--- config.mk ---
export PLATFORM = sky130hd
export DESIGN_NAME = mac_accum_4bit
export DESIGN_NICKNAME = d
export VERILOG_FILES = /design/src/rtl/mac_accum_4bit.sv
export SDC_FILE = /design/constraint.sdc
export NUM_CORES = 1
export LEC_CHECK = 0
export CAP_MARGIN = 20
export CORE_AREA = 2 2 89 91
export CTS_CLUSTER_SIZE = 12
export DETAILED_ROUTE_END_ITERATION = 10
export DIE_AREA = 0 0 91 93
export PLACE_DENSITY = 0.71
export SLEW_MARGIN = 20
export SYNTH_ARGS = -nofsm -noshare
export SYNTH_HDL_FRONTEND = slang
export SYNTH_SLANG_ARGS = --single-unit
--- constraint.sdc ---
create_clock -name clk -period 5.42 [get_ports clk]
set_clock_uncertainty 0.2 [all_clocks]
set_input_delay 0.813 -clock clk [delete_from_list [all_inputs] [get_ports clk]]
set_output_delay 0.813 -clock clk [all_outputs]
set_load 0.1 [all_outputs]
--- src/rtl/mac_accum_4bit.sv ---
// mac_accum_4bit: multiply-accumulate stage behind a 4x4 array multiplier.
// Each operand beat is registered. Its 8-bit product is added into an ACC_W-bit
// accumulator. The beat flagged last closes the frame. That frame's sum, its
// beat count and a sticky carry flag are then held on the output handshake
// until the result is consumed.
//
// Build option: MAC_ACCUM_SATURATE_EN
//   defined   - accumulator clamps at all-ones after a carry, for the rest of the frame
//   undefined - accumulator wraps modulo 2^ACC_W
//
// Ports:
//   clk, rst_n          clock (rising edge), asynchronous active-low reset
//   in_valid/in_ready   operand beat handshake
//   in_a, in_b          4-bit unsigned operands
//   in_last             beat closes the current frame
//   out_valid/out_ready result handshake (result held while out_ready is low)
//   out_sum             frame sum of products (ACC_W bits)
//   out_count           beats in the frame (CNT_W bits, wraps)
//   out_ovf             accumulator carried out during the frame

// Combinational 4x4 unsigned array multiplier, built as shifted partial-product rows.
module mac_accum_4bit_mul (
  input  logic [3:0] a,
  input  logic [3:0] b,
  output logic [7:0] p
);
  always_comb begin
    p = '0;
    for (int i = 0; i < 4; i++) begin
      if (b[i]) p = p + ({4'b0000, a} << i);
    end
  end
endmodule

// FSM states
//   state | meaning
//   ACCUM | accepting beats, summing products into acc
//   HOLD  | frame result presented, waiting for out_ready
module mac_accum_4bit #(
  parameter int ACC_W = 16,
  parameter int CNT_W = 8
) (
  input  logic             clk,
  input  logic             rst_n,
  input  logic             in_valid,
  output logic             in_ready,
  input  logic [3:0]       in_a,
  input  logic [3:0]       in_b,
  input  logic             in_last,
  output logic             out_valid,
  input  logic             out_ready,
  output logic [ACC_W-1:0] out_sum,
  output logic [CNT_W-1:0] out_count,
  output logic             out_ovf
);

  typedef enum logic {ACCUM = 1'b0, HOLD = 1'b1} state_t;

  state_t state_q, state_d;

  logic             p_vld, p_last;
  logic [3:0]       p_a, p_b;
  logic [7:0]       prod;

  logic [ACC_W-1:0] acc, acc_nxt;
  logic [CNT_W-1:0] cnt, cnt_nxt;
  logic             ovf, ovf_nxt;
  logic [ACC_W:0]   sum_ext;
  logic             accept;

  mac_accum_4bit_mul u_mul (
    .a (p_a),
    .b (p_b),
    .p (prod)
  );

  assign accept  = in_valid && in_ready;
  assign sum_ext = {1'b0, acc} + {{(ACC_W-7){1'b0}}, prod};
  assign ovf_nxt = ovf | sum_ext[ACC_W];
  assign cnt_nxt = cnt + CNT_W'(1);

`ifdef MAC_ACCUM_SATURATE_EN
  // ovf is sticky for the frame, so once set the accumulator stays clamped.
  assign acc_nxt = ovf_nxt ? {ACC_W{1'b1}} : sum_ext[ACC_W-1:0];
`else
  assign acc_nxt = sum_ext[ACC_W-1:0];
`endif

  always_ff @(posedge clk or negedge rst_n) begin
    if (!rst_n) state_q <= ACCUM;
    else        state_q <= state_d;
  end

  // in_ready decodes only registered state: it drops as soon as the last beat
  // sits in the pipe, so nothing enters while that frame is being closed.
  always_comb begin
    state_d   = state_q;
    in_ready  = 1'b0;
    out_valid = 1'b0;
    case (state_q)
      ACCUM: begin
        in_ready = !(p_vld && p_last);
        if (p_vld && p_last) state_d = HOLD;
      end
      HOLD: begin
        out_valid = 1'b1;
        if (out_ready) state_d = ACCUM;
      end
      default: state_d = ACCUM;
    endcase
  end

  always_ff @(posedge clk or negedge rst_n) begin
    if (!rst_n) begin
      p_vld     <= 1'b0;
      p_last    <= 1'b0;
      p_a       <= '0;
      p_b       <= '0;
      acc       <= '0;
      cnt       <= '0;
      ovf       <= 1'b0;
      out_sum   <= '0;
      out_count <= '0;
      out_ovf   <= 1'b0;
    end else begin
      p_vld <= accept;
      if (accept) begin
        p_a    <= in_a;
        p_b    <= in_b;
        p_last <= in_last;
      end
      if (p_vld) begin
        if (p_last) begin
          out_sum   <= acc_nxt;
          out_count <= cnt_nxt;
          out_ovf   <= ovf_nxt;
          acc       <= '0;
          cnt       <= '0;
          ovf       <= 1'b0;
        end else begin
          acc <= acc_nxt;
          cnt <= cnt_nxt;
          ovf <= ovf_nxt;
        end
      end
    end
  end

endmodule
==> flow_metrics.tcl <==
set metrics [dict create \
    run_status "complete, no violations" \
    multiplexer_share_of_the_synthesized_area_pct 5.022 \
    drv_cap 0 \
    design.portCount 40 \
    synthSimpleGateAreaFrac_pct 16.80 \
    synth_edf_count 0 \
    crit_path_start_kind "flip-flop" \
    cts_root_buffer "clkbuf_8" \
    detail-route-antenna-nets 0 \
    initial_utilization_pct 48.99 \
    cts_made_buffers 9 \
    synth_top_area_share_pct 41.40 \
    yosys.area.top_type "dfrtp_1" \
    min_delay_path_depth 2 \
    avgViaCountPerCell 5.633 \
    critical_path.reg2reg.startpoint "p_a[1]$_DFFE_PN0P_" \
    synth.cell_area_um2 3687 \
    grt_usage_pct 21.23 \
    synth.ff_latch_count 61 \
    post_synth_xor_area_fraction_pct 3.563 \
    synth_compound_area_share_pct 20.33 \
    ys_async_sr_fraction_pct 100.0 \
    layout_min_cycle_time_ns 5.331 \
    main_combinational_cell_family_by_area_after_synthesis "compound AO/OA/AOI/OAI gates" \
    final.hold.worst_slack_ns 0.2768 \
    worstPathArrival_ns 5.40 \
    yosys-top-cells-area "dfrtp_1 (41%), ha_1 (6.4%), nand2_1 (5.1%), o21ai_0 (5.0%), mux2_2 (3.7%)" \
    layout-drive-gt1-share_pct 20.47 \
    synth_adder_area_share_pct 8.619 \
    die_h_um 93 \
    clock_tree_buf_depth 2 \
    worst_setup_path_end_kind "flip-flop" \
    syn_avg_cell_area_um2 9.265 \
    synth_cell_types 48 \
    worst_hold_path_type "flip-flop to flip-flop" \
    via_count_of_the_first_global_routing_pass 3040 \
    detailed_placer_s_ending_hpwl_um 5608 \
    ys_seq_area_share_pct 41.40 \
    timing_hold_violations_final 0 \
    wire_length_of_the_first_global_routing_pass_um 14380 \
    post_synth_most_frequent_cells "dfrtp_1 (61), nand2_1 (50), o21ai_0 (37)" \
    worstMarginPinSlew_ns 0.9733 \
    worst_hold_path.endpoint "out_sum[1]$_DFFE_PN0P_" \
    detail_route.first_pass.iterations 4 \
    clk_latency_ns 0.35 \
    post-route-drc-count 0 \
    numClockSinks 61 \
    chipWidth_um 91 \
    final_min_period_over_clock_period_pct 98.36 \
    clock_tree_from_tritoncts "built" \
    std_cell_rows 32 \
    hp-start "out_sum[1]$_DFFE_PN0P_" \
    pin_count_of_the_biggest_net_entering_global_routing 62 \
    timing.rr.end "acc[14]$_DFFE_PN0P_" \
    synthCells 398 \
    fin_nets 495 \
    fp.dieArea_um2 8463 \
    yosysMostFrequentCell "dfrtp_1" \
    grt_antenna_before_repair 0 \
    timing.reg2reg.worst_path_depth 25 \
    first_iter_violations 146 \
    yosys_warnings 0 \
    layout.filler_cells 645 \
    r2r_slack_ns 0.09 \
    maxSlewHeadroom_pct 34.91 \
    finalSetupViolations 0 \
    crit_type "flip-flop to flip-flop" \
    layout-area-overhead-vs-synth_pct 27.99 \
    detailroute.via_count 3188 \
    cp_data_required_time_ns 5.48 \
    port-buffer-count 39 \
    top_flip_flop_cell_by_instance_count_after_synthesis "dfrtp_1" \
    fmax_mhz 187.6 \
    timing.final.max_slew_violations 0 \
    gp_routability_congestion 0.9276 \
    crit_path_max_fanout 6 \
    maximum_level_of_the_cts_h_tree 3 \
    synthesis.nets 434 \
    wire_length_reported_by_the_detailed_router_um 8922 \
    avgRoutedWirePerCell_um 15.76 \
    core-area_um2 7527 \
    cts.reportedPaths.clkPinSlew_ns 0.07 \
    insertedDiodeCount 0 \
    rsz0062_at_grt "yes" \
    overflow 0 \
]
cell usage in the layout, fill, tap and decap left out, types with 5 or more instances in the layout:
master and n:
clkbuf_8 9, o21ai_1 5, xnor2_1 7, mux2_2 12
or3_1 5, dfrtp_1 60, a31oi_1 10, clkdlybuf4s50_1 38
and3_1 5, o21a_1 7, a21oi_1 13, xor2_1 6
nor2_1 21, nand3_1 11, inv_1 17, buf_4 25
nand2_1 48, o211ai_1 9, ha_1 12, o21ai_0 31
o2bb2ai_1 5, nor3_1 7
timing repair:
action,in CTS,in global routing
setup endpoints to repair,8,24
resized for setup,8,38
pin swaps,5,34
hold buffers,0,0
buffers inserted,7,11
per-layer routing:
metal / track usage, % / routed length, um
met5: 0 / 0
met3: 3.143 / 349
met2: 34.69 / 4321
met1: 28.08 / 3995
met4: 9.722 / 256
cell families after synthesis:
group,after synthesis
buf+inv,39
fa+ha+maj,23
xor+xnor,15
flops,61
simple gates,129
compound gates,114
mux,17
stage by stage:
stage / instance area, um2 / setup TNS (ns) / std cells / util (%) / worst slack (ns)
global route: 4720 / -0.5604 / 566 / 62.70 / -0.1276
finish: 4720 / 0 / 566 / 62.70 / 0.08904
floorplan: 3687 / 0 / 398 / - / 0.02901
detailed placement: 4215 / -0.2138 / 534 / 56.00 / -0.1072
CTS: 4494 / -0.03892 / 557 / 59.71 / -0.03892
global placement: 4215 / 0 / 534 / 56.00 / 0.09388
area by class of cell:
| class | count | area, um2 | share of cell area (%) |
|---|---|---|---|
| well taps | 102 | 127.6 | 2.704 |
| clock inverters | 6 | 87.58 | 1.856 |
| clock buffers | 10 | 127.6 | 2.704 |
| flip-flops and latches | 61 | 1528 | 32.37 |
| repair buffers | 67 | 600.6 | 12.73 |
| inverters | 22 | 86.33 | 1.829 |
| multi-input cells | 298 | 2162 | 45.81 |
how the worst max path moves through the flow:
stage          slack, ns                      end               start  cells after the start
6_report            0.09      acc[14]$_DFFE_PN0P_  p_a[1]$_DFFE_PN0P_                     25
5_1_grt            -0.13      acc[14]$_DFFE_PN0P_  p_b[0]$_DFFE_PN0P_                     26
4_1_cts            -0.04      acc[14]$_DFFE_PN0P_  p_a[1]$_DFFE_PN0P_                     25
3_5_place_dp       -0.11      acc[14]$_DFFE_PN0P_  p_a[1]$_DFFE_PN0P_                     26
3_3_place_gp        0.09      acc[14]$_DFFE_PN0P_  p_a[1]$_DFFE_PN0P_                     26
2_1_floorplan       0.03  out_sum[14]$_DFFE_PN0P_  p_b[0]$_DFFE_PN0P_                     28
sequential cells by signal, indices dropped and copies added (netlist names), 4 cells and up:
signal / cells
p_b: 4
cnt: 8
out_count: 8
out_sum: 16
acc: 16
p_a: 4
worst max-delay path, stage by stage, from the launching register on:
cell        delay (ns)
dfrtp_2           0.38
buf_4             0.16
clkinvlp_4        0.16
fa_2              0.42
nand2b_1          0.13
nand3_2           0.11
xor2_2            0.20
buf_4             0.15
ha_4              0.21
a21oi_2           0.17
nor2b_1           0.07
a311oi_1          0.27
mux2_2            0.40
nand2_2           0.09
ha_4              0.20
a21oi_2           0.16
xnor2_1           0.08
a21oi_1           0.14
o21ai_1           0.11
ha_1              0.31
o21a_1            0.13
o21ai_2           0.06
a32o_2            0.24
buf_6             0.13
or4_4             0.47
o211ai_1          0.10
Power is left out: the tool's default activity adds up to more than one toggle a clock period on the data nets, which glitch-free logic cannot reach.
